### config.mk
export PLATFORM = sky130hd
export DESIGN_NAME = expmul_job_scheduler
export DESIGN_NICKNAME = d
export VERILOG_FILES = /design/src/rtl/expmul_pkg.sv /design/src/rtl/expmul_job_scheduler_rr_arbiter2.sv /design/src/rtl/expmul_job_scheduler.sv
export SDC_FILE = /design/constraint.sdc
export NUM_CORES = 1
export LEC_CHECK = 0
export ABC_AREA = 0
export BUFFER_PORTS_ARGS = -buffer_cell sky130_fd_sc_hd__buf_4
export CAP_MARGIN = 20
export CORE_MARGIN = 2
export CORE_UTILIZATION = 47
export CTS_CLUSTER_DIAMETER = 120
export DETAILED_ROUTE_END_ITERATION = 10
export MAX_ROUTING_LAYER = met4
export PLACE_DENSITY_LB_ADDON = 0.15
export SLEW_MARGIN = 10
export SYNTH_ARGS = -nofsm -noshare
export SYNTH_HDL_FRONTEND = slang
export SYNTH_SLANG_ARGS = --single-unit
export TNS_END_PERCENT = 20
### constraint.sdc
create_clock -name i_clk -period 2.05 [get_ports i_clk]
set_input_delay 0.205 -clock i_clk [delete_from_list [all_inputs] [get_ports i_clk]]
set_output_delay 0.205 -clock i_clk [all_outputs]
set_load 0.01 [all_outputs]
### src/rtl/expmul_pkg.sv
// Shared types and constants for the expmul job scheduler: FSM states,
// op codes, requester count and default operand/result widths.
package expmul_pkg;

  localparam int NUM_REQ    = 2;
  localparam int DEF_DATA_W = 4;
  localparam int DEF_RES_W  = 30;

  localparam logic OP_MUL = 1'b0;
  localparam logic OP_EXP = 1'b1;

  typedef enum logic [1:0] {
    IDLE  = 2'd0,
    ISSUE = 2'd1,
    WAIT  = 2'd2,
    RESP  = 2'd3
  } state_t;

  // One-hot requester vector from a requester index.
  function automatic logic [NUM_REQ-1:0] idx_to_onehot(input logic idx);
    return {idx, ~idx};
  endfunction

endpackage

### src/rtl/expmul_job_scheduler_rr_arbiter2.sv
// Combinational two-way round-robin arbiter: on a tie the requester that was
// not served last wins; a lone requester always wins.
module rr_arbiter2 (
  input  logic [1:0] req,
  input  logic [0:0] last,
  output logic [1:0] grant
);

  // Grant decode from the request vector and the last-served pointer.
  always_comb begin
    grant = 2'b00;
    case (req)
      2'b01:   grant = 2'b01;
      2'b10:   grant = 2'b10;
      2'b11:   grant = last[0] ? 2'b01 : 2'b10;
      default: grant = 2'b00;
    endcase
  end

endmodule

### src/rtl/expmul_job_scheduler.sv
// Shares one iterative exponent/multiply engine between two requesters:
// round-robin arbitration, operand latching, start/done handshake with timeout.
module expmul_job_scheduler
  import expmul_pkg::*;
#(
  parameter int DATA_W  = DEF_DATA_W,
  parameter int RES_W   = DEF_RES_W,
  parameter int TIMEOUT = 64
) (
  input  logic                i_clk,
  input  logic                i_rst_n,
  input  logic [NUM_REQ-1:0]  i_req,
  input  logic [DATA_W-1:0]   i_a0,
  input  logic [DATA_W-1:0]   i_b0,
  input  logic                i_op0,
  input  logic [DATA_W-1:0]   i_a1,
  input  logic [DATA_W-1:0]   i_b1,
  input  logic                i_op1,
  output logic [NUM_REQ-1:0]  o_gnt,
  output logic [NUM_REQ-1:0]  o_rsp_valid,
  output logic [RES_W-1:0]    o_rsp_data,
  output logic                o_rsp_err,
  output logic                o_eng_start,
  output logic [DATA_W-1:0]   o_eng_a,
  output logic [DATA_W-1:0]   o_eng_b,
  output logic                o_eng_op,
  output logic                o_eng_abort,
  input  logic                i_eng_done,
  input  logic [RES_W-1:0]    i_eng_result,
  output logic                o_busy
);

  localparam int TIMER_W = $clog2(TIMEOUT);
  localparam logic [TIMER_W-1:0] TIMER_LAST = TIMER_W'(TIMEOUT - 1);

  state_t               state_r;
  logic [0:0]           owner_r;
  logic [0:0]           last_r;
  logic [TIMER_W-1:0]   timer_r;

  logic [1:0]           grant_s;
  logic                 win_idx_s;
  logic [DATA_W-1:0]    win_a_s;
  logic [DATA_W-1:0]    win_b_s;
  logic                 win_op_s;

  rr_arbiter2 u_arb (
    .req   (i_req),
    .last  (last_r),
    .grant (grant_s)
  );

  // Operand mux for the arbitration winner.
  always_comb begin
    win_idx_s = 1'b0;
    win_a_s   = '0;
    win_b_s   = '0;
    win_op_s  = OP_MUL;
    if (grant_s[1]) begin
      win_idx_s = 1'b1;
      win_a_s   = i_a1;
      win_b_s   = i_b1;
      win_op_s  = i_op1;
    end else begin
      win_idx_s = 1'b0;
      win_a_s   = i_a0;
      win_b_s   = i_b0;
      win_op_s  = i_op0;
    end
  end

  // Job sequencing: capture the winner, pulse start, wait for done or timeout,
  // return the response and advance the round-robin pointer.
  always_ff @(posedge i_clk or negedge i_rst_n) begin
    if (!i_rst_n) begin
      state_r     <= IDLE;
      owner_r     <= 1'b0;
      last_r      <= 1'b1;
      timer_r     <= '0;
      o_gnt       <= '0;
      o_rsp_valid <= '0;
      o_rsp_data  <= '0;
      o_rsp_err   <= 1'b0;
      o_eng_start <= 1'b0;
      o_eng_a     <= '0;
      o_eng_b     <= '0;
      o_eng_op    <= 1'b0;
      o_eng_abort <= 1'b0;
      o_busy      <= 1'b0;
    end else begin
      o_gnt       <= '0;
      o_eng_start <= 1'b0;
      o_rsp_valid <= '0;
      o_eng_abort <= 1'b0;
      case (state_r)
        IDLE: begin
          if (|i_req) begin
            owner_r     <= win_idx_s;
            o_eng_a     <= win_a_s;
            o_eng_b     <= win_b_s;
            o_eng_op    <= win_op_s;
            o_gnt       <= grant_s;
            o_eng_start <= 1'b1;
            o_busy      <= 1'b1;
            state_r     <= ISSUE;
          end else begin
            o_busy      <= 1'b0;
          end
        end
        ISSUE: begin
          timer_r <= '0;
          state_r <= WAIT;
        end
        WAIT: begin
          // Done takes priority over a timeout landing in the same cycle.
          if (i_eng_done) begin
            o_rsp_data  <= i_eng_result;
            o_rsp_err   <= 1'b0;
            o_rsp_valid <= idx_to_onehot(owner_r[0]);
            state_r     <= RESP;
          end else if (timer_r == TIMER_LAST) begin
            o_rsp_data  <= '0;
            o_rsp_err   <= 1'b1;
            o_eng_abort <= 1'b1;
            o_rsp_valid <= idx_to_onehot(owner_r[0]);
            state_r     <= RESP;
          end else begin
            timer_r     <= timer_r + TIMER_W'(1);
          end
        end
        RESP: begin
          last_r  <= owner_r;
          o_busy  <= 1'b0;
          state_r <= IDLE;
        end
        default: begin
          o_busy  <= 1'b0;
          state_r <= IDLE;
        end
      endcase
    end
  end

endmodule
==> impl_metrics.ini <==
[status]
status = finished, final reports clean

[worst_setup_path]
reg2reg_slack_ns = 0.36
r2r_start = timer_r[0]$_DFFE_PN0P_
crit_path_top_delay_cell = dfrtp_1
slowest_delay_ns = 0.39
critPathKind = reg2reg
critPathBufInv = 0
crit_fanout = 5
critPathLaunchType = flip-flop
critPathLaunch = timer_r[0]$_DFFE_PN0P_
arrival_ns = 1.89
cp.required_ns = 2.25
endpoint_kind = flip-flop
crit_path_cell_trace = ha_1, nand3_2, or2_4, a21oi_2, mux2_1
critPathTopFamily = simple AND/OR/NAND/NOR gates

[synthesis]
synthCells = 250
synth_xor_area_share_pct = 0.362
ys_warn_count = 0
ys.flop_type = dfrtp_1
muxShareOfSynthArea_pct = 2.17
synth-compound-area-share_pct = 11.4
async_flop_share_pct = 100
synth.net_count = 309
syn_area_um2 = 2420
netlist.area_leader.share_pct = 57.9
synthTopCellsByArea = dfrtp_1, nand2_1, o21ai_1, nor2_1, ha_1
synth-simple-area-share_pct = 20.9
syn_area_per_cell_um2 = 9.69
synth_edf_count = 0
synth_top_family_by_area = simple AND/OR/NAND/NOR gates
synth-seq-cells = 57
yosysTopAreaCell = dfrtp_1
synth_cell_types = 37
synthAdderAreaFrac_pct = 3.10
ys_seq_area_share_pct = 58.9

[clock_tree]
cts_root_buf = clkbuf_8
cts_tree = done
cts.sinks = 57
cts_max_level = 3
clockBufferDepth = 2
hold_buffers = 1
path_clk_slew_ns = 0.06
clock_insertion_delay_worst_skew_ns = 0.32
numCtsBuffers = 9
cts_resized = 0
cts_setup_buffers = 0

[global_routing]
grt_pass1_wl_um = 8330
track_usage_pct = 20.1
grt_pass1_vias = 1879
grt.overflow.total = 0
antenna_found_initial = 0
grt_start_max_net_pins = 58

[routing]
drcViolationCount = 0
routedWlPerCell_um = 12.5
ant_nets = 0
wl_um = 5350
num_vias = 2101
viasPerCell = 4.92
dr.pass1.iters = 4
drt_iter0_markers = 115

[placed_design]
dp_hpwl_um = 3840
dpl-instance-area_um2 = 3240
portBuffers = 99
gp_congestion = 0.858

[timing]
fin_crit_ns = 1.69
hold_viol = 0
timing.fmax_ghz = 0.592
rsz0062_at_grt = false
worstMarginPinSlew_ns = 0.702
fin_setup_tns_ns = 0
setup-violations-final = 0
slew_headroom_pct = 53.2
slew_viol_final = 0
fin_crit_sh_pct = 82.4
skew_ns = 0.00386
hold_slack_ns = 0.0729

[power_and_ir_drop]
p_leak_nw = 1.75
peakVddDrop_mv = 0.795
p_per_area_nw_per_um2 = 1410

[cells_and_area]
area_delta_synth_final_pct = 42.8
design_area_um2 = 3460
post-route-util_pct = 68.6
drive_gt1_share_pct = 36.1
antenna_cells = 0
nNetsFinal = 412

[hold_path]
hp-class = in2reg
min-delay-start = i_eng_done

[floorplan]
dieHeight_um = 75.8
rows = 26
die_w_um = 75.8
coreArea_um2 = 5040
initial_core_util_pct = 48.0
fp.dieArea_um2 = 5740
ios = 100

[flow_run]
cap_violations = 0
## where the power goes
part           internal (mW)  total [mW]  switching, mW
Clock                  0.685        1.09          0.409
Sequential              1.60        1.87          0.272
Combinational          0.932        1.90          0.969
Total                   3.22        4.87           1.65
## cells in the mapped netlist, types with 2 or more instances
cell type,n
o21ai_1,29
nand2b_1,2
nor2_1,29
nand4_1,2
nand2_1,67
nor2b_1,3
dfrtp_1,56
o22ai_1,10
inv_1,5
ha_1,6
and2_1,2
nand3_1,4
clkbuf_1,4
mux2i_1,3
buf_2,6
## placed cells by master (no fill, tap or decap)
master / netlist / routed
nor2b_1: 3 / 3
mux2_1: 1 / 1
and3_2: 1 / 1
a21oi_2: 1 / 1
nand2_1: 67 / 67
nor3_1: 1 / 1
clkinv_2: 0 / 1
a211oi_2: 1 / 1
nand3_2: 1 / 1
ha_1: 6 / 6
dfstp_2: 1 / 1
o21ai_0: 1 / 1
a21oi_1: 1 / 1
nor2_1: 29 / 29
buf_12: 0 / 1
clkbuf_8: 0 / 13
nand3_1: 4 / 4
nor3_4: 1 / 1
inv_2: 1 / 1
o21ai_1: 29 / 29
buf_4: 1 / 101
and3_1: 1 / 1
nand2_2: 1 / 1
xor2_1: 1 / 1
and2_1: 2 / 2
dlygate4sd3_1: 0 / 1
nand4_1: 2 / 2
nand2b_1: 2 / 2
mux2_2: 1 / 1
o22ai_1: 10 / 10
o21bai_1: 1 / 1
bufinv_16: 0 / 1
and2b_4: 1 / 1
mux2i_1: 3 / 3
dfrtp_1: 56 / 56
or2_4: 1 / 1
o211ai_2: 1 / 1
o32a_1: 1 / 1
o31ai_1: 1 / 1
inv_1: 5 / 5
## routing by layer
| layer | GRT usage [%] | part of all wire, % | up-vias |
|---|---|---|---|
| met5 | - | 0 | - |
| met4 | 9.94 | 1.8 | 0 |
| met3 | 5.29 | 7.8 | 9 |
| met2 | 31.4 | 47 | 73 |
| met1 | 24.0 | 44 | 988 |
| li1 | - | - | 1031 |
## worst register-to-register path: cells and delay by family, from the launching register on
family                     cells  cell delay, ns
AOI/OAI and AO/OA              1            0.15
adders and majority gates      1            0.26
DFF                            1            0.39
muxes                          1            0.34
and+or+nand+nor                2            0.43
## stage by stage
step	setup slack (ns)	cells	power, mW
final	0.360	427	4.87
after global routing	0.215	427	5.22
after CTS	0.362	427	4.93
after detailed placement	0.366	411	3.82
after global placement	0.427	411	3.75
after floorplan	0.504	250	2.88
## sequential cells by signal, summed over array words and instances, names as in the netlist, 2 cells and up
| register | flops |
|---|---|
| o_eng_b | 4 |
| o_rsp_valid | 2 |
| timer_r | 6 |
| o_gnt | 2 |
| state_r | 2 |
| o_eng_a | 4 |
| o_rsp_data | 30 |
## worst paths after layout
path,cells past startpoint,to
setup / recovery,5,state_r[1]$_DFFE_PN0P_
hold / removal,2,o_eng_abort$_DFF_PN0_
setup reg to reg,5,state_r[1]$_DFFE_PN0P_
hold reg to reg,2,o_busy$_DFFE_PN0P_
max in group asynchronous,2,timer_r[1]$_DFFE_PN0P_
min in group asynchronous,2,o_rsp_data[20]$_DFFE_PN0P_
## cell type report
type	instances	area [µm²]
Fill cell	434	1580
Sequential cell	57	1430
Multi-Input combinational cell	176	920
Timing Repair Buffer	103	788
Clock buffer	13	179
Tap cell	70	87.6
Clock inverter	2	35.0
Inverter	6	22.5
## cell families (layout without fill, tap and decap cells)
logic type,after synthesis,count (layout)
fa+ha+maj,6,6
xor+xnor,1,1
simple gates,117,117
flops,57,57
mux,5,5
compound gates,47,47
buf+inv,17,124
No activity file was read; power rests on OpenSTA's default activity.
